--- config.mk ---
export PLATFORM = sky130hd
export DESIGN_NAME = pc_fetch_unit
export DESIGN_NICKNAME = d
export VERILOG_FILES = /design/src/rtl/pc_fetch_unit.sv
export SDC_FILE = /design/constraint.sdc
export NUM_CORES = 1
export LEC_CHECK = 0
export CAP_MARGIN = 10
export CORE_MARGIN = 2
export CORE_UTILIZATION = 51
export CTS_CLUSTER_DIAMETER = 30
export DETAILED_ROUTE_END_ITERATION = 10
export PLACE_DENSITY_LB_ADDON = 0.2
export SLEW_MARGIN = 25
export SYNTH_ARGS = -nofsm -noshare
export SYNTH_HDL_FRONTEND = slang
export SYNTH_SLANG_ARGS = --single-unit
--- constraint.sdc ---
create_clock -name clk -period 4.7 [get_ports clk]
set_input_delay 0.705 -clock clk [delete_from_list [all_inputs] [get_ports clk]]
set_output_delay 0.705 -clock clk [all_outputs]
set_load 0.005 [all_outputs]
--- src/rtl/pc_fetch_unit.sv ---
// rtl/pc_fetch_unit.sv - fetch-stage program counter with one-deep redirect buffer and misalignment fault
// Optional feature macro PC_RVC_EN: 2-byte alignment and the is_compressed input.
module pc_fetch_unit #(
  parameter int unsigned     XLEN         = 32,
  parameter logic [XLEN-1:0] RESET_VECTOR = '0,
  parameter int unsigned     INSTR_BYTES  = 4
) (
  input  logic            clk,
  input  logic            reset_n,
  input  logic            stall,
  input  logic            branch_taken,
  input  logic [XLEN-1:0] branch_imm,
  input  logic            jalr_valid,
  input  logic [XLEN-1:0] jalr_rs1,
  input  logic [XLEN-1:0] jalr_imm,
  input  logic            trap_valid,
  input  logic [XLEN-1:0] trap_vector,
`ifdef PC_RVC_EN
  input  logic            is_compressed,
`endif
  output logic            imem_req_valid,
  input  logic            imem_req_ready,
  output logic [XLEN-1:0] pc_out,
  output logic [XLEN-1:0] pc_seq,
  output logic            misalign_fault,
  output logic [XLEN-1:0] fault_addr
);

  if (XLEN != 32 && XLEN != 64) begin : g_bad_xlen
    $error("pc_fetch_unit: XLEN must be 32 or 64");
  end

  typedef enum logic [1:0] {BOOT, RUN, FAULT} state_t;

  state_t          state_q;
  logic [XLEN-1:0] pc_q, fault_addr_q, pend_addr_q;
  logic            valid_q, fault_q, pend_valid_q, pend_trap_q;
  logic [XLEN-1:0] seq_inc, tgt, jalr_sum;
  logic            redirect, tgt_misaligned, accept;

`ifdef PC_RVC_EN
  if (INSTR_BYTES != 2 && INSTR_BYTES != 4) begin : g_bad_instr_bytes
    $error("pc_fetch_unit: INSTR_BYTES must be 2 or 4");
  end
  assign seq_inc = is_compressed ? XLEN'(2) : XLEN'(4);
`else
  if (INSTR_BYTES != 4) begin : g_bad_instr_bytes
    $error("pc_fetch_unit: INSTR_BYTES must be 4 without compressed support");
  end
  assign seq_inc = XLEN'(INSTR_BYTES);
`endif

  always_comb begin
    jalr_sum = jalr_rs1 + jalr_imm;
    redirect = trap_valid | jalr_valid | branch_taken;
    tgt      = pc_q + branch_imm;
    if (trap_valid)      tgt = trap_vector;
    else if (jalr_valid) tgt = jalr_sum & ~XLEN'(1);
    // trap vectors are trusted; only jalr/branch targets can fault
`ifdef PC_RVC_EN
    tgt_misaligned = !trap_valid && redirect && tgt[0];
`else
    tgt_misaligned = !trap_valid && redirect && (tgt[1:0] != 2'b00);
`endif
    accept = valid_q && imem_req_ready && !stall;
  end

  always_ff @(posedge clk) begin
    if (!reset_n) begin
      state_q      <= BOOT;
      pc_q         <= RESET_VECTOR;
      valid_q      <= 1'b0;
      fault_q      <= 1'b0;
      fault_addr_q <= '0;
      pend_valid_q <= 1'b0;
      pend_trap_q  <= 1'b0;
      pend_addr_q  <= '0;
    end else begin
      case (state_q)
        BOOT: begin
          state_q <= RUN;
          valid_q <= 1'b1;
        end
        RUN: begin
          if (accept) begin
            pend_valid_q <= 1'b0;
            pend_trap_q  <= 1'b0;
            if (pend_valid_q) begin
              pc_q <= pend_addr_q;
            end else if (tgt_misaligned) begin
              state_q      <= FAULT;
              valid_q      <= 1'b0;
              fault_q      <= 1'b1;
              fault_addr_q <= tgt;
            end else if (redirect) begin
              pc_q <= tgt;
            end else begin
              pc_q <= pc_q + seq_inc;
            end
          end else if (redirect && (trap_valid || !pend_trap_q)) begin
            // held cycle: the slot is validated here so it can be loaded blindly later
            if (tgt_misaligned) begin
              state_q      <= FAULT;
              valid_q      <= 1'b0;
              fault_q      <= 1'b1;
              fault_addr_q <= tgt;
              pend_valid_q <= 1'b0;
              pend_trap_q  <= 1'b0;
            end else begin
              pend_valid_q <= 1'b1;
              pend_trap_q  <= trap_valid;
              pend_addr_q  <= tgt;
            end
          end
        end
        FAULT: begin
          if (trap_valid) begin
            state_q      <= RUN;
            valid_q      <= 1'b1;
            fault_q      <= 1'b0;
            pc_q         <= trap_vector;
            pend_valid_q <= 1'b0;
            pend_trap_q  <= 1'b0;
          end
        end
        default: begin
          state_q <= BOOT;
          valid_q <= 1'b0;
        end
      endcase
    end
  end

  assign imem_req_valid = valid_q;
  assign pc_out         = pc_q;
  assign pc_seq         = pc_q + seq_inc;
  assign misalign_fault = fault_q;
  assign fault_addr     = fault_addr_q;

endmodule
==> reports/metrics.cfg <==
[status]
status=complete, no violations

[clocking]
clk_pin_slew_ps=70
numCtsBuffers=9
post-cts-setup-buffer-count=0
cts_root_buf=clkbuf_16
clk_latency_ps=360
cts_hold_buf=0
cts_tree=built
cts_buffer_depth=2
cts.sinks=101
post_cts_resized=0
cts_max_level=3

[placement]
pre_cts_slack_ps=405
placed_area_um2=11600
io_buffer_count=232
dp_hpwl_um=26100
routabilityCongestion=0.998

[detailed_routing]
antenna_left=0
vias=11033
drt_iter0_drc=1453
drt_pass1_iterations=5
routed_wl_um=34400
vias_per_cell=6.47
drc=0
wl_per_cell_um=20.2

[yosys]
yosys.cell_types.count=71
avgSynthCellArea_um2=7.11
syn-num-nets=1479
yosysTopAreaCell=dfxtp_1
synth-seq-cells=101
synth_xor_area_frac=0.0704
synth_compound_area_frac=0.328
synth-edff-count=0
synth_mux_area_frac=0.0136
synth_top_family_by_area=compound AO/OA/AOI/OAI gates
netlist_area_um2=9080
yosysSeqAreaShare=0.223
synth-async-reset-ratio=0
synth_fa_ha_area_frac=0.0939
synth.area.top_cells=dfxtp_1, ha_1, a21oi_1, nand2_1, o21ai_0
syn_inst=1277
synth_top_area_share=0.223
synth-main-ff-cell=dfxtp_1
yosys.area_share.simple=0.227
yosysWarnings=0

[cells_and_area]
fin_nets=1675
final_cell_mix=clkdlybuf4s50_1, nand2_1, a21oi_1
layout_commonest_cell=clkdlybuf4s50_1
syn_to_final_growth_pct=31.1
regArea_um2=2020
design_area_um2=11900
drive_gt1_frac=0.0474
fill_cells=1504
multi_input_area_um2=6670

[critical_path]
cp.required_ps=3990
end_kind=output pin
path_cells=and4_1, nand4_1, nor3_1, nand2_1, xnor2_1, clkdlybuf4s50_1
criticalPathCategory=flop to output pin
cp.arrival_ps=3300
max_stage_delay_ps=830
start_kind=flop
critical-path-slowest-cell=nor3_1
cp_max_fo=6

[global_route]
grt_max_degree=60
antenna_found_initial=0
grt_pass1_vias=10006
grt-ovfl-total=0
grt_pass1_wl_um=52300
grt_usage=0.357

[timing]
worst_pin_slew_ps=986
final-hold-violation-count=0
setup_viol=0
fin_ws_ps=691
fin_crit_ps=4010
relSlewSlack=0.337
slew_violations=0
finalCritPeriodShare=0.853
finalSetupTns_ps=0
clock_skew_ps=7.51
fmax_mhz=249
rsz0062_at_grt=false

[floorplanning]
io_pins=233
rows=48
core-area_um2=17400
die_x_um=137
die_area_um2=18900
die_y_um=137
start_util=0.523

[power_and_ir_drop]
p_comb_frac=0.417
power_leakage_nw=4.56
switching_share=0.384
p_switching_mw=1.16
clockPowerShare=0.250
seq_power_share=0.333
internal_power_mw=1.87
pwr_density_cell_nw_per_um2=255
ir_worst_vdd_mv=0.253

[flow_run]
cap_viol_max_count=0

[min_path]
hold_path.class=flop to flop

==> routing by layer <==
layer,wire (µm),GRT usage
met1,14000,0.475
met2,14700,0.550
met3,3750,0.0567
met4,1970,0.197
met5,0,0
==> synth_stat cells (22+ instances only) <==
library cell / number
nor3_1: 25
nand2_1: 186
dfxtp_1: 101
ha_1: 65
clkbuf_1: 65
nand4_1: 22
xnor2_1: 50
a21oi_1: 142
a21o_1: 28
o21ai_0: 97
a31oi_1: 25
nor2_1: 98
inv_1: 28
nand3_1: 49
xor2_1: 23
==> state kept, by name, summed over array words and instances, names as in the netlist <==
| signal | cells |
|---|---|
| pend_addr_q | 32 |
| fault_addr | 32 |
| pc_out | 32 |
| pend_trap_q | 1 |
| pend_valid_q | 1 |
| state_q | 2 |
| misalign_fault | 1 |
==> cell type report <==
type	count	share of cell area
timing repair buffer	260	0.212
antenna	1	0.000210
inverter	30	0.00946
sequential	101	0.170
clock inverter	6	0.00462
clock buffer	10	0.0201
multi-input combinational	1071	0.560
tap	225	0.0236
==> cells by family (layout without fill, tap and decap cells) <==
family | Yosys count | count (layout)
DFF | 101 | 101
buffers and inverters | 105 | 306
adders and majority gates | 67 | 67
other | 0 | 1
muxes | 12 | 12
and+or+nand+nor | 452 | 452
xor gates and xnor gates | 73 | 73
AOI/OAI and AO/OA | 467 | 467
==> worst max-delay path: cells and delay by family, from the launching register on <==
family / cells / cell delay (ps)
xor gates and xnor gates: 1 / 330
buffers and inverters: 1 / 560
and+or+nand+nor: 4 / 1460
DFF: 1 / 600
==> power groups by stage <==
stage | registers [mW] | clock network, mW | logic [mW]
3_3_place_gp | 1.02 | 0 | 1.21
6_report | 1.01 | 0.757 | 1.26
4_1_cts | 1.01 | 0.748 | 1.24
2_1_floorplan | 1.00 | 0 | 0.746
5_1_grt | 1.02 | 0.785 | 1.37
3_5_place_dp | 1.03 | 0 | 1.23
==> per-stage QoR <==
stage,hold slack (ps),total power [mW],instances,util
floorplan,432,1.75,1277,-
CTS,458,2.99,1703,0.686
detailed placement,448,2.25,1687,0.669
finish,456,3.03,1704,0.686
global placement,443,2.24,1687,0.669
global route,476,3.17,1703,0.686
==> final timing paths <==
kind	from	slack, ps	depth (start not counted)	endpoint
max	pc_out[19]	690	6	pc_seq[27]
max reg2reg	pc_out[6]	1010	10	pc_out[21]
min	fault_addr[17]	460	2	fault_addr[17]
min reg2reg	fault_addr[17]	460	2	fault_addr[17]
Power figures use the tool's default switching activity.
